$ cat config.mk
export PLATFORM = sky130hd
export DESIGN_NAME = escalonador_bomba
export DESIGN_NICKNAME = d
export VERILOG_FILES = /design/src/rtl/irrigacao_pkg.sv /design/src/rtl/gerador_tick_ms.sv /design/src/rtl/escalonador_bomba.sv
export SDC_FILE = /design/constraint.sdc
export NUM_CORES = 1
export LEC_CHECK = 0
export CAP_MARGIN = 15
export CORE_AREA = 2 2 96 98
export CTS_CLUSTER_DIAMETER = 30
export DETAILED_ROUTE_END_ITERATION = 12
export DIE_AREA = 0 0 98 100
export PLACE_DENSITY = 0.75
export SLEW_MARGIN = 20
export SYNTH_ARGS = -nofsm -noshare
export SYNTH_HDL_FRONTEND = slang
export SYNTH_SLANG_ARGS = --single-unit
$ cat constraint.sdc
create_clock -name clk -period 4.2 [get_ports clk]
set_clock_uncertainty 0.1 [all_clocks]
set_input_delay 1.26 -clock clk [delete_from_list [all_inputs] [get_ports clk]]
set_output_delay 1.26 -clock clk [all_outputs]
set_load 0.02 [all_outputs]
$ cat src/rtl/irrigacao_pkg.sv
// Shared types and helpers for the irrigation pump scheduler.
package irrigacao_pkg;

  localparam int unsigned LARG_TEMPO = 16;

  typedef enum logic [2:0] {
    OCIOSO   = 3'd0,
    ABRE     = 3'd1,
    IRRIGA   = 3'd2,
    FECHA    = 3'd3,
    DESCANSO = 3'd4
  } estado_t;

  function automatic int unsigned ms_para_ciclos(input int unsigned ms, input int unsigned clk_hz);
    return ms * (clk_hz / 1000);
  endfunction

endpackage

$ cat src/rtl/gerador_tick_ms.sv
// Millisecond prescaler; restart realigns the ms phase to the current cycle.
module gerador_tick_ms #(
  parameter int unsigned CICLOS_MS = 50000
) (
  input  logic clk,
  input  logic rst,
  input  logic reinicio,
  output logic tick_c
);

  localparam int unsigned CW   = (CICLOS_MS > 1) ? $clog2(CICLOS_MS) : 1;
  // Tick one cycle before each ms boundary so registered consumers settle on the boundary itself.
  localparam int unsigned FASE = (CICLOS_MS > 1) ? CICLOS_MS - 2 : 0;

  logic [CW-1:0] cnt;

  always_ff @(posedge clk) begin
    if (rst || reinicio) begin
      cnt <= '0;
    end else if (cnt == CW'(CICLOS_MS - 1)) begin
      cnt <= '0;
    end else begin
      cnt <= cnt + CW'(1);
    end
  end

  assign tick_c = (cnt == CW'(FASE));

endmodule

$ cat src/rtl/escalonador_bomba.sv
// Round-robin pump scheduler: grants one zone at a time and sequences valve, pump and rest intervals.
module escalonador_bomba
  import irrigacao_pkg::*;
#(
  parameter int unsigned N_ZONAS      = 4,
  parameter int unsigned CLK_HZ       = 50_000_000,
  parameter int unsigned ESTAB_MS     = 50,
  parameter int unsigned DESCANSO_MS  = 500,
  parameter int unsigned TEMPO_MAX_MS = 30000
) (
  input  logic                             clk,
  input  logic                             rst,
  input  logic [N_ZONAS-1:0]               req_valido,
  input  logic [LARG_TEMPO*N_ZONAS-1:0]    req_tempo_ms,
  input  logic                             alerta_nivel_baixo,
  output logic [N_ZONAS-1:0]               req_aceito,
  output logic [N_ZONAS-1:0]               valvula,
  output logic                             bomba_on,
  output logic [$clog2(N_ZONAS)-1:0]       zona_ativa,
  output logic [LARG_TEMPO-1:0]            tempo_restante_ms,
  output logic                             ocupado,
  output logic                             ciclo_fim,
  output logic                             ciclo_abortado
);

  localparam int unsigned ZW        = $clog2(N_ZONAS);
  localparam int unsigned CICLOS_MS = ms_para_ciclos(1, CLK_HZ);
  localparam logic [LARG_TEMPO-1:0] ESTAB = LARG_TEMPO'(ESTAB_MS);
  localparam logic [LARG_TEMPO-1:0] DESC  = LARG_TEMPO'(DESCANSO_MS);
  localparam logic [LARG_TEMPO-1:0] TMAX  = LARG_TEMPO'(TEMPO_MAX_MS);

  estado_t               estado, estado_prox;
  logic [ZW-1:0]         ptr, ptr_prox, zona_prox, vencedor, cand;
  logic [LARG_TEMPO-1:0] duracao, dur_prox, restante, restante_prox, tempo_lim;
  logic [LARG_TEMPO-1:0] tempos [N_ZONAS];
  logic [N_ZONAS-1:0]    aceito_c;
  logic                  achou, tick, reinicio, fim_prox, abort_prox;

  for (genvar g = 0; g < int'(N_ZONAS); g++) begin : g_tempo
    assign tempos[g] = req_tempo_ms[LARG_TEMPO*g +: LARG_TEMPO];
  end

  // Round-robin search starting after the last granted zone.
  always_comb begin
    achou    = 1'b0;
    vencedor = '0;
    cand     = '0;
    for (int k = 1; k <= int'(N_ZONAS); k++) begin
      cand = ZW'((int'(ptr) + k) % int'(N_ZONAS));
      if (!achou && req_valido[cand]) begin
        achou    = 1'b1;
        vencedor = cand;
      end
    end
    tempo_lim = (tempos[vencedor] > TMAX) ? TMAX : tempos[vencedor];
  end

  always_comb begin
    estado_prox   = estado;
    ptr_prox      = ptr;
    zona_prox     = zona_ativa;
    dur_prox      = duracao;
    restante_prox = restante;
    aceito_c      = '0;
    fim_prox      = 1'b0;
    abort_prox    = 1'b0;
    case (estado)
      OCIOSO: begin
        if (!alerta_nivel_baixo && achou) begin
          aceito_c[vencedor] = 1'b1;
          ptr_prox           = vencedor;
          // A zero duration is consumed without running a cycle.
          if (tempo_lim != '0) begin
            estado_prox = ABRE;
            zona_prox   = vencedor;
            dur_prox    = tempo_lim;
          end
        end
      end
      ABRE: begin
        if (alerta_nivel_baixo) begin
          estado_prox = FECHA;
          abort_prox  = 1'b1;
        end else if (restante == '0) begin
          estado_prox = IRRIGA;
        end
      end
      IRRIGA: begin
        if (alerta_nivel_baixo) begin
          estado_prox = FECHA;
          abort_prox  = 1'b1;
        end else if (restante == '0) begin
          estado_prox = FECHA;
          fim_prox    = 1'b1;
        end
      end
      FECHA:    if (restante == '0) estado_prox = DESCANSO;
      DESCANSO: if (restante == '0) estado_prox = OCIOSO;
      default:  estado_prox = OCIOSO;
    endcase

    // Interval counter reloads on every state entry and counts ms down to zero.
    if (estado_prox != estado) begin
      case (estado_prox)
        ABRE, FECHA: restante_prox = ESTAB;
        IRRIGA:      restante_prox = dur_prox;
        DESCANSO:    restante_prox = DESC;
        default:     restante_prox = '0;
      endcase
    end else if (tick && restante != '0) begin
      restante_prox = restante - LARG_TEMPO'(1);
    end
  end

  assign reinicio   = (estado_prox != estado);
  assign req_aceito = rst ? '0 : aceito_c;

  gerador_tick_ms #(.CICLOS_MS(CICLOS_MS)) u_tick (
    .clk      (clk),
    .rst      (rst),
    .reinicio (reinicio),
    .tick_c   (tick)
  );

  always_ff @(posedge clk) begin
    if (rst) begin
      estado            <= OCIOSO;
      ptr               <= ZW'(N_ZONAS - 1);
      duracao           <= '0;
      restante          <= '0;
      valvula           <= '0;
      bomba_on          <= 1'b0;
      zona_ativa        <= '0;
      tempo_restante_ms <= '0;
      ocupado           <= 1'b0;
      ciclo_fim         <= 1'b0;
      ciclo_abortado    <= 1'b0;
    end else begin
      estado            <= estado_prox;
      ptr               <= ptr_prox;
      duracao           <= dur_prox;
      restante          <= restante_prox;
      valvula           <= (estado_prox inside {ABRE, IRRIGA, FECHA}) ? (N_ZONAS'(1) << zona_prox) : '0;
      bomba_on          <= (estado_prox == IRRIGA);
      zona_ativa        <= (estado_prox == OCIOSO) ? '0 : zona_prox;
      tempo_restante_ms <= (estado_prox == IRRIGA) ? restante_prox : '0;
      ocupado           <= (estado_prox != OCIOSO);
      ciclo_fim         <= fim_prox;
      ciclo_abortado    <= abort_prox;
    end
  end

endmodule

==> impl_metrics.ini <==
[timing]
setup_slack_ns = 0.0682
tightest_slew_ns = 0.807
hold_viol = 0
fin_crit_sh_pct = 98.4
fmax_mhz = 242
slew_viol_final = 0
finalSetupViolCount = 0
maxSlewHeadroom_pct = 45.7
min_period_ns = 4.13

[cts]
cts-root-buf = clkbuf_8
cts_htree_levels = 3
cts_made_buffers = 9
path_clk_slew_ns = 0.08
cts_max_path_buffers = 2
clock_latency_ns = 0.36
cts_tree = yes
cts_sinks = 79

[floorplanning]
placementRows = 35
die_w_microns = 98
die-area_sq_um = 9800
core_sq_um = 8890
initial_core_util_pct = 48.3
ioPinCount = 101
fp.dieH_microns = 100

[final_layout]
layout_common_cells = clkdlybuf4s50_1 (93), dfxtp_1 (79), nor2_1 (57), buf_4 (57), nand2_1 (50)
layout_commonest_cell = clkdlybuf4s50_1
postLayoutCoreUtil_pct = 69.0
area_delta_synth_final_pct = 42.8
multi_input_area_sq_um = 2670
register_area_sq_um = 1580
n_fill_cell = 727
diodes = 0
final_layout_size_suffix_gt1_share_pct = 19.0
fin_nets = 749
instances_no_fill = 790

[routing]
wl_microns = 12000
dr.first_iter.drc_count = 271
vias = 4500
drc = 0
firstDrtPassIters = 5
via_per_inst = 5.70
ant_nets = 0
wire_per_inst_microns = 15.1

[power_and_ir_drop]
p_clk_share_pct = 23.1
p_sw_share_pct = 36.7
internal-power_w = 0.00167
combinationalPowerShare_pct = 42.8
irDropWorstVdd_mv = 0.207
p_leak_nw = 2.41
power.total_w = 0.00264
power_density_nw_per_um2 = 431
p_sw_w = 0.000969
seqPwrFrac_pct = 34.1

[synth]
ys_seq_area_share_pct = 36.8
ys_ff_latch = 79
yosysWarningCount = 0
avgSynthCellArea_sq_um = 8.03
ys.flop_type = dfxtp_1
synth_top_family_by_area = compound AO/OA/AOI/OAI gates
yosysTopAreaCell = dfxtp_1
synthArstFlopShare_pct = 0
synth_mux_area_share_pct = 0.466
synth_fa_ha_area_share_pct = 0.874
synth_xor_area_share_pct = 6.12
synth_area_sq_um = 4290
synth_compound_area_share_pct = 25.8
synth.top_cell.area_share_pct = 36.8
syn_inst = 535
synth_nets = 609
synth_edf_count = 0
ys_types = 57
synth-simple-area-share_pct = 25.2
synthTopCellsByArea = dfxtp_1 (37%), nor2_1 (5.2%), nand2_1 (4.4%)

[placement]
gp_congestion = 0.871
port_buffers = 100
dp_slack_ns = -0.594
placed_cells = 774
hpwl_microns = 9150

[global_route]
grt_pass1_vias = 4250
grt_max_degree = 29
grt_pass1_wl_microns = 19400
grt_usage_pct = 24.1
antenna_found_initial = 0
grt-ovfl-total = 0

[status]
status = finished clean

[run]
drv_cap = 0

[critical_path]
critPathRequiredTime_ns = 2.84
crit_type = primary input to output pin
worst-path-max-fanout = 3
crit_arrival_ns = 2.77
endpoint_kind = output pin
startpoint_type = primary input

[hold_path]
hp-class = flip-flop to flip-flop
stage by stage:
step,instance area [sq um],hold WS [ns],TNS [ns]
6_report,6130,0.362,0
5_1_grt,6130,0.367,-0.104
4_1_cts,6000,0.357,0
3_5_place_dp,5750,0.357,-25.32
3_3_place_gp,5750,0.346,-19.51
2_1_floorplan,4290,0.332,0
power by group through the flow:
stage / sequential, W / combinational, W / clock, W
floorplan: 0.000908 / 0.000635 / 0
global placement: 0.000913 / 0.00104 / 0
detailed placement: 0.000916 / 0.00105 / 0
CTS: 0.000899 / 0.00107 / 0.000611
global route: 0.000914 / 0.00124 / 0.000652
finish: 0.000901 / 0.00113 / 0.000611
path summary, 6_finish.rpt:
check / from / endpoint / slack, ns / cells past startpoint
setup / recovery: req_valido[2] / req_aceito[3] / 0.07 / 6
hold / removal: duracao[9] / restante[9] / 0.36 / 2
setup reg to reg: restante[7] / tempo_restante_ms[11] / 0.68 / 9
hold reg to reg: duracao[9] / restante[9] / 0.36 / 2
kinds of logic (layout without fill, tap and decap cells):
group                      Yosys count  after routing
DFF                                 79             79
xor gates and xnor gates            30             30
buffers and inverters               46            190
adders and majority gates            3              3
AOI/OAI and AO/OA                  159            159
and+or+nand+nor                    216            216
muxes                                2              2
per-layer routing:
metal / part of all wire (%) / global-route usage [%] / up-vias
met5: 0 / 0 / -
met4: 1.5 / 9.40 / 0
met3: 5.9 / 4.81 / 15
met2: 49 / 42.2 / 154
met1: 43 / 29.3 / 2113
li1: - / - / 2218
worst max-delay path: stages:
cell	delay, ns
clkdlybuf4s50_1	0.47
nand2b_4	0.18
a21boi_2	0.17
o21a_2	0.26
nor4_2	0.22
buf_2	0.20
flip-flops by register name (all words and copies together) (netlist names), 2 cells and up:
name and flops:
restante 16, zona_ativa 2, estado 3, tempo_restante_ms 16, valvula 4, duracao 16, ptr 2, u_tick.cnt 16
Yosys cell counts (all sizes together) (2+ instances only):
master and count:
a32oi 2, a21boi 21, nor2 60, or2 11, a22o 2, a311oi 3
o21ai 20, nor4b 2, o21a 2, or4 3, a211oi 23, inv 12
or3 3, mux2i 2, o221a 2, nor2b 3, nor3 10, o211a 3
dfxtp 79, nor4 11, nand2b 8, xor2 17, clkbuf 18, and2 6
nand3 26, a41o 2, nand2 50, nor4bb 2, xnor2 13, o22a 2
nand4 3, a22oi 2, and3 10, ha 3, a211o 5, a31oi 2
o211ai 9, a21oi 37, o22ai 9, and4 2, o31ai 11, buf 16
nand3b 5
final cells by class:
class / instances / share of cell area (%)
Clock buffer: 9 / 2.02
Clock inverter: 6 / 1.41
Timing Repair Buffer: 163 / 24.3
Multi-Input combinational cell: 410 / 43.5
Sequential cell: 79 / 25.8
Inverter: 12 / 0.734
Tap cell: 111 / 2.26
what timing repair did:
| action | 4_1_cts | 5_1_grt |
|---|---|---|
| hold buffers | 0 | 0 |
| pin swaps | 0 | 9 |
| gates cloned | 0 | 0 |
| resized for setup | 34 | 28 |
| endpoints found under the setup margin | 35 | 72 |
| setup buffers | 0 | 1 |
Power figures use the tool's default switching activity.
